===== config.mk =====
export PLATFORM = sky130hd
export DESIGN_NAME = io_poller
export DESIGN_NICKNAME = d
export VERILOG_FILES = /design/src/rtl/io_poller.sv
export SDC_FILE = /design/constraint.sdc
export NUM_CORES = 1
export LEC_CHECK = 0
export ABC_AREA = 1
export CAP_MARGIN = 20
export CELL_PAD_IN_SITES_DETAIL_PLACEMENT = 0
export CELL_PAD_IN_SITES_GLOBAL_PLACEMENT = 1
export CORE_ASPECT_RATIO = 1.4
export CORE_MARGIN = 2
export CORE_UTILIZATION = 29
export CTS_CLUSTER_DIAMETER = 50
export DETAILED_ROUTE_END_ITERATION = 10
export GPL_ROUTABILITY_DRIVEN = 0
export PLACE_DENSITY_LB_ADDON = 0.1
export SETUP_SLACK_MARGIN = 0.1
export SLEW_MARGIN = 0
export SYNTH_ARGS = -nofsm -noshare
export SYNTH_HDL_FRONTEND = slang
export SYNTH_SLANG_ARGS = --single-unit

===== constraint.sdc =====
create_clock -name clock -period 1.65 [get_ports clock]
set_clock_uncertainty 0.1 [all_clocks]
set_input_delay 0.165 -clock clock [delete_from_list [all_inputs] [get_ports clock]]
set_output_delay 0.165 -clock clock [all_outputs]
set_load 0.005 [all_outputs]

===== src/rtl/io_poller.sv =====
`default_nettype none
// ============================================================================
// Module   : io_poller
// Brief    : Periodic io-bus initiator: reads operand/op switch ports, computes
//            an 8-bit result, writes result and operand pair to display ports.
//            Optional macro IO_POLLER_WRITE_ON_CHANGE_EN skips unchanged writes.
// Revision : 1.0 - initial release
// ============================================================================
module io_poller #(
    parameter int POLL_CYCLES = 1000,
    parameter int CNT_W       = 20
) (
    input  logic        clock,
    input  logic        reset,
    input  logic        enable,
    input  logic [31:0] io_data_in,
    output logic [4:0]  addr,
    output logic [31:0] data_out,
    output logic        write_enable,
    output logic        busy,
    output logic        pass_done,
    output logic [7:0]  result
);

    typedef enum logic [2:0] {
        S_IDLE  = 3'd0,
        S_RD_A  = 3'd1,
        S_RD_B  = 3'd2,
        S_RD_OP = 3'd3,
        S_CALC  = 3'd4,
        S_WR0   = 3'd5,
        S_WR1   = 3'd6
    } state_t;

    localparam logic [CNT_W-1:0] c_TIMER_LAST = CNT_W'(POLL_CYCLES - 1);

    state_t           r_state;
    state_t           w_next;
    logic [CNT_W-1:0] r_timer;
    logic [3:0]       r_a;
    logic [3:0]       r_b;
    logic [1:0]       r_op;
    logic [7:0]       r_result;
    logic [1:0]       w_op;
    logic [7:0]       w_result;
    logic             w_skip;
    logic             w_unused_bits;

    // Read data is registered by the io block, so each capture lags its address by one state.
    assign w_op          = io_data_in[1:0];
    assign w_unused_bits = ^{io_data_in[31:4], r_op};

`ifdef IO_POLLER_WRITE_ON_CHANGE_EN
    logic [9:0] r_last;
    logic       r_written;
    // The skip decision needs the op read arriving in CALC, so pass_done in CALC follows io_data_in.
    assign w_skip = (r_state == S_CALC) && r_written && ({w_op, r_b, r_a} == r_last);
`else
    assign w_skip = 1'b0;
`endif

    always_comb begin
        w_result = 8'h00;
        case (w_op)
            2'b00:   w_result = {4'h0, r_a} + {4'h0, r_b};
            2'b01:   w_result = {4'h0, r_a} - {4'h0, r_b};
            2'b10:   w_result = {4'h0, r_a & r_b};
            default: w_result = {4'h0, r_a ^ r_b};
        endcase
    end

    always_comb begin
        w_next = r_state;
        case (r_state)
            S_IDLE:  if (enable && (r_timer == c_TIMER_LAST)) w_next = S_RD_A;
            S_RD_A:  w_next = S_RD_B;
            S_RD_B:  w_next = S_RD_OP;
            S_RD_OP: w_next = S_CALC;
            S_CALC:  w_next = w_skip ? S_IDLE : S_WR0;
            S_WR0:   w_next = S_WR1;
            S_WR1:   w_next = S_IDLE;
            default: w_next = S_IDLE;
        endcase
    end

    always_comb begin
        addr         = 5'd0;
        data_out     = 32'h0;
        write_enable = 1'b0;
        pass_done    = 1'b0;
        busy         = (r_state != S_IDLE);
        case (r_state)
            S_RD_B:  addr = 5'd1;
            S_RD_OP: addr = 5'd2;
            S_CALC:  pass_done = w_skip;
            S_WR0: begin
                write_enable = 1'b1;
                data_out     = {24'h0, r_result};
            end
            S_WR1: begin
                addr         = 5'd1;
                write_enable = 1'b1;
                data_out     = {24'h0, r_b, r_a};
                pass_done    = 1'b1;
            end
            default: ;
        endcase
    end

    assign result = r_result;

    always_ff @(posedge clock) begin
        if (reset) begin
            r_state  <= S_IDLE;
            r_timer  <= '0;
            r_a      <= 4'h0;
            r_b      <= 4'h0;
            r_op     <= 2'b00;
            r_result <= 8'h00;
        end else begin
            r_state <= w_next;
            // Timer only runs in IDLE with enable high; any other condition parks it at zero.
            if ((r_state == S_IDLE) && enable && (r_timer != c_TIMER_LAST))
                r_timer <= r_timer + CNT_W'(1);
            else
                r_timer <= '0;
            if (r_state == S_RD_B)
                r_a <= io_data_in[3:0];
            if (r_state == S_RD_OP)
                r_b <= io_data_in[3:0];
            if (r_state == S_CALC)
                r_op <= w_op;
            if ((r_state == S_CALC) && (w_next == S_WR0))
                r_result <= w_result;
        end
    end

`ifdef IO_POLLER_WRITE_ON_CHANGE_EN
    always_ff @(posedge clock) begin
        if (reset) begin
            r_last    <= 10'h0;
            r_written <= 1'b0;
        end else if ((r_state == S_CALC) && !w_skip) begin
            r_last    <= {w_op, r_b, r_a};
            r_written <= 1'b1;
        end
    end
`endif

endmodule
`default_nettype wire

==> results.cfg <==
[min_path]
hold_class = reg2reg

[setup_path]
critPathSlowestCell = dfxtp_2
crit_arrival_ns = 1.37
path_max_fanout = 4
r2r_end = result[1]$_SDFFE_PP0P_
worstPathCellList = buf_4 -> nand2_4 -> nor2_4 -> buf_6 -> nand2_1 -> o21ai_2 -> buf_2
timing.critical_path.to = data_out[3]
crit_path_start_kind = register
reg2reg_depth = 8
endpoint_kind = primary output
ff2ff_setup_slack_ns = 0.02
worst_path_largest_cell_delay_ns = 0.36
path_class = reg2out
worstSetupStartpoint = r_state[0]$_SDFF_PP0_
r2r-start = r_a[0]$_SDFFE_PP0P_
crit_required_ns = 1.38

[placed_design]
dp_cells = 489
io_buffers = 27
preCtsSetupSlack_ns = -0.2658
placed_area_um2 = 2977
dpl.hpwl_um = 5150

[global_route]
grtUsageMet3_pct = 2.010
use_met2_pct = 28.74
busiest_layer = met2
antenna_found_initial = 0
overflow = 0
grt_pass1_wl_um = 10300
grt.met1_usage_pct = 15.15
grt_use_total_pct = 14.64
grt_max_degree = 14
grt_pass1_vias = 2225

[floorplanning]
start_util_pct = 29.76
rows = 39
die_h_um = 112.2
ioPinCount = 83
core_um2 = 8149
die_area_um2 = 9119
die_w_um = 81.28

[detailed_routing]
wirelength_um = 6469
first_iter_violations = 54
drt-pass1-iter-count = 4
drc = 0
vias_per_cell = 4.406
ant_nets = 0
via_count = 2225
wire_per_inst_um = 12.81

[logic_synthesis]
yosys-top-cells-count = nand2_1, inv_1, dfxtp_1
async_flop_share_pct = 0
yosys.area.top_type = dfxtp_1
synth_area_um2 = 2425
synth_cell_types = 38
yosysWarnings = 0
synth_flop_cell = dfxtp_1
synth_area_leaders = dfxtp_1, buf_4, nand2_1
synth.avg_cell_area_um2 = 7.282
synth_top_cell_area_share_pct = 30.55
yosysSeqAreaShare_pct = 30.55
ys_ff_latch = 37
yosysMostFrequentCell = nand2_1
synth-edff-count = 0
syn_inst = 333

[layout]
fin_util_pct = 41.10
fin_cells = 505
synthToLayoutAreaGrowth_pct = 38.13
regArea_um2 = 759.5
final_layout_size_suffix_gt1_share_pct = 36.23
n_antenna_cell = 0
nets = 448
final_area_um2 = 3349
multi_input_area_um2 = 1550
final.fill_count = 857

[clock_tree]
clock-sinks = 37
clockBufferDepth = 2
cts_made_buffers = 5
clk_pin_slew_ns = 0.05
clk_latency_ns = 0.28
htreeDepth = 2
hold_buffers = 0
cts_tree = yes
root_buffer = clkbuf_16

[sta]
setup_viol = 0
fin_tns_setup_ns = 0
hold_viol_final = 0
post-route-period-util_pct = 99.03
rsz0062_at_grt = true
fmax_mhz = 612.0
fin_ws_ns = 0.01602
fin_crit_ns = 1.634
maxSlewViolCount = 0
holdWs_ns = 0.3882

[power_and_ir_drop]
power_mw = 1.998
power_density_nw_per_um2 = 596.5
cellLeakagePower_nw = 1.401
vdd_drop_max_mv = 0.3601

[outcome]
status = completed

[run]
max_cap_violations = 0
report_power, final:
group	internal (mW)	leakage, nW	total [mW]	switching, mW
combinational	0.0464	1.02	0.112	0.0660
sequential	0.893	0.304	0.894	0.00148
clock	0.639	0.0799	0.991	0.352
total	1.58	1.40	2.00	0.419
critical path: cells and delay by family (launching register included):
family	cells	cell delay [ns]
DFF	1	0.36
and+or+nand+nor	3	0.25
buffers and inverters	3	0.42
AOI/OAI and AO/OA	1	0.06
state kept, by name, summed over array words and instances (netlist names):
signal   count
r_timer     20
result       6
r_a          4
r_b          4
r_state      3
repair_timing:
item | in CTS | in global routing
endpoints found under the setup margin | 38 | 40
pin swaps | 7 | 7
gates resized for setup | 91 | 27
setup buffers | 8 | 1
gates cloned | 0 | 0
routing by layer:
metal,routed length [um],vias to the layer above
li1,-,1162
met1,2495,1022
met2,3719,35
met3,150,6
met4,104,0
met5,0,-
worst min path at each step:
stage,startpoint,endpoint,cells after the start
final,r_timer[19]$_SDFF_PP0_,r_timer[19]$_SDFF_PP0_,2
after global placement,r_timer[19]$_SDFF_PP0_,r_timer[19]$_SDFF_PP0_,2
after floorplan,reset,result[2]$_SDFFE_PP0P_,1
after global routing,result[3]$_SDFFE_PP0P_,result[3]$_SDFFE_PP0P_,2
after detailed placement,r_timer[19]$_SDFF_PP0_,r_timer[19]$_SDFF_PP0_,2
after CTS,r_timer[19]$_SDFF_PP0_,r_timer[19]$_SDFF_PP0_,2
final cells by class:
class | instances | area share [%]
flip-flops and latches | 37 | 22.67
inverters | 45 | 5.267
repair buffers | 68 | 17.26
clock inverters | 1 | 0.1494
clock buffers | 7 | 4.557
well taps | 102 | 3.810
multi-input cells | 245 | 46.28
logic make-up (layout without fill, tap and decap cells):
kind of cell             count (synthesis)  after routing  share of synthesized area (%)
buffers and inverters                   77            121                          16.92
other                                    1             27                         0.1547
AO/OA/AOI/OAI                           55             55                          12.54
flip-flops                              37             37                          30.55
XOR/XNOR                                10             10                          3.612
adder cells (fa/ha/maj)                 11             11                          6.295
AND/OR/NAND/NOR                        142            142                          29.93
layout by cell type, fill, tap and decap left out, types with 6 or more instances in the layout:
master,instances
nand2_2,7
inv_1,33
nand2_1,49
nor2_4,6
nand3_1,16
conb_1,27
xor2_1,7
clkdlybuf4s50_1,14
nor2_2,17
inv_2,10
dfxtp_2,9
nor2_1,19
buf_2,9
dfxtp_1,26
a21oi_1,21
buf_4,34
o21ai_0,14
Power figures use the tool's default switching activity.
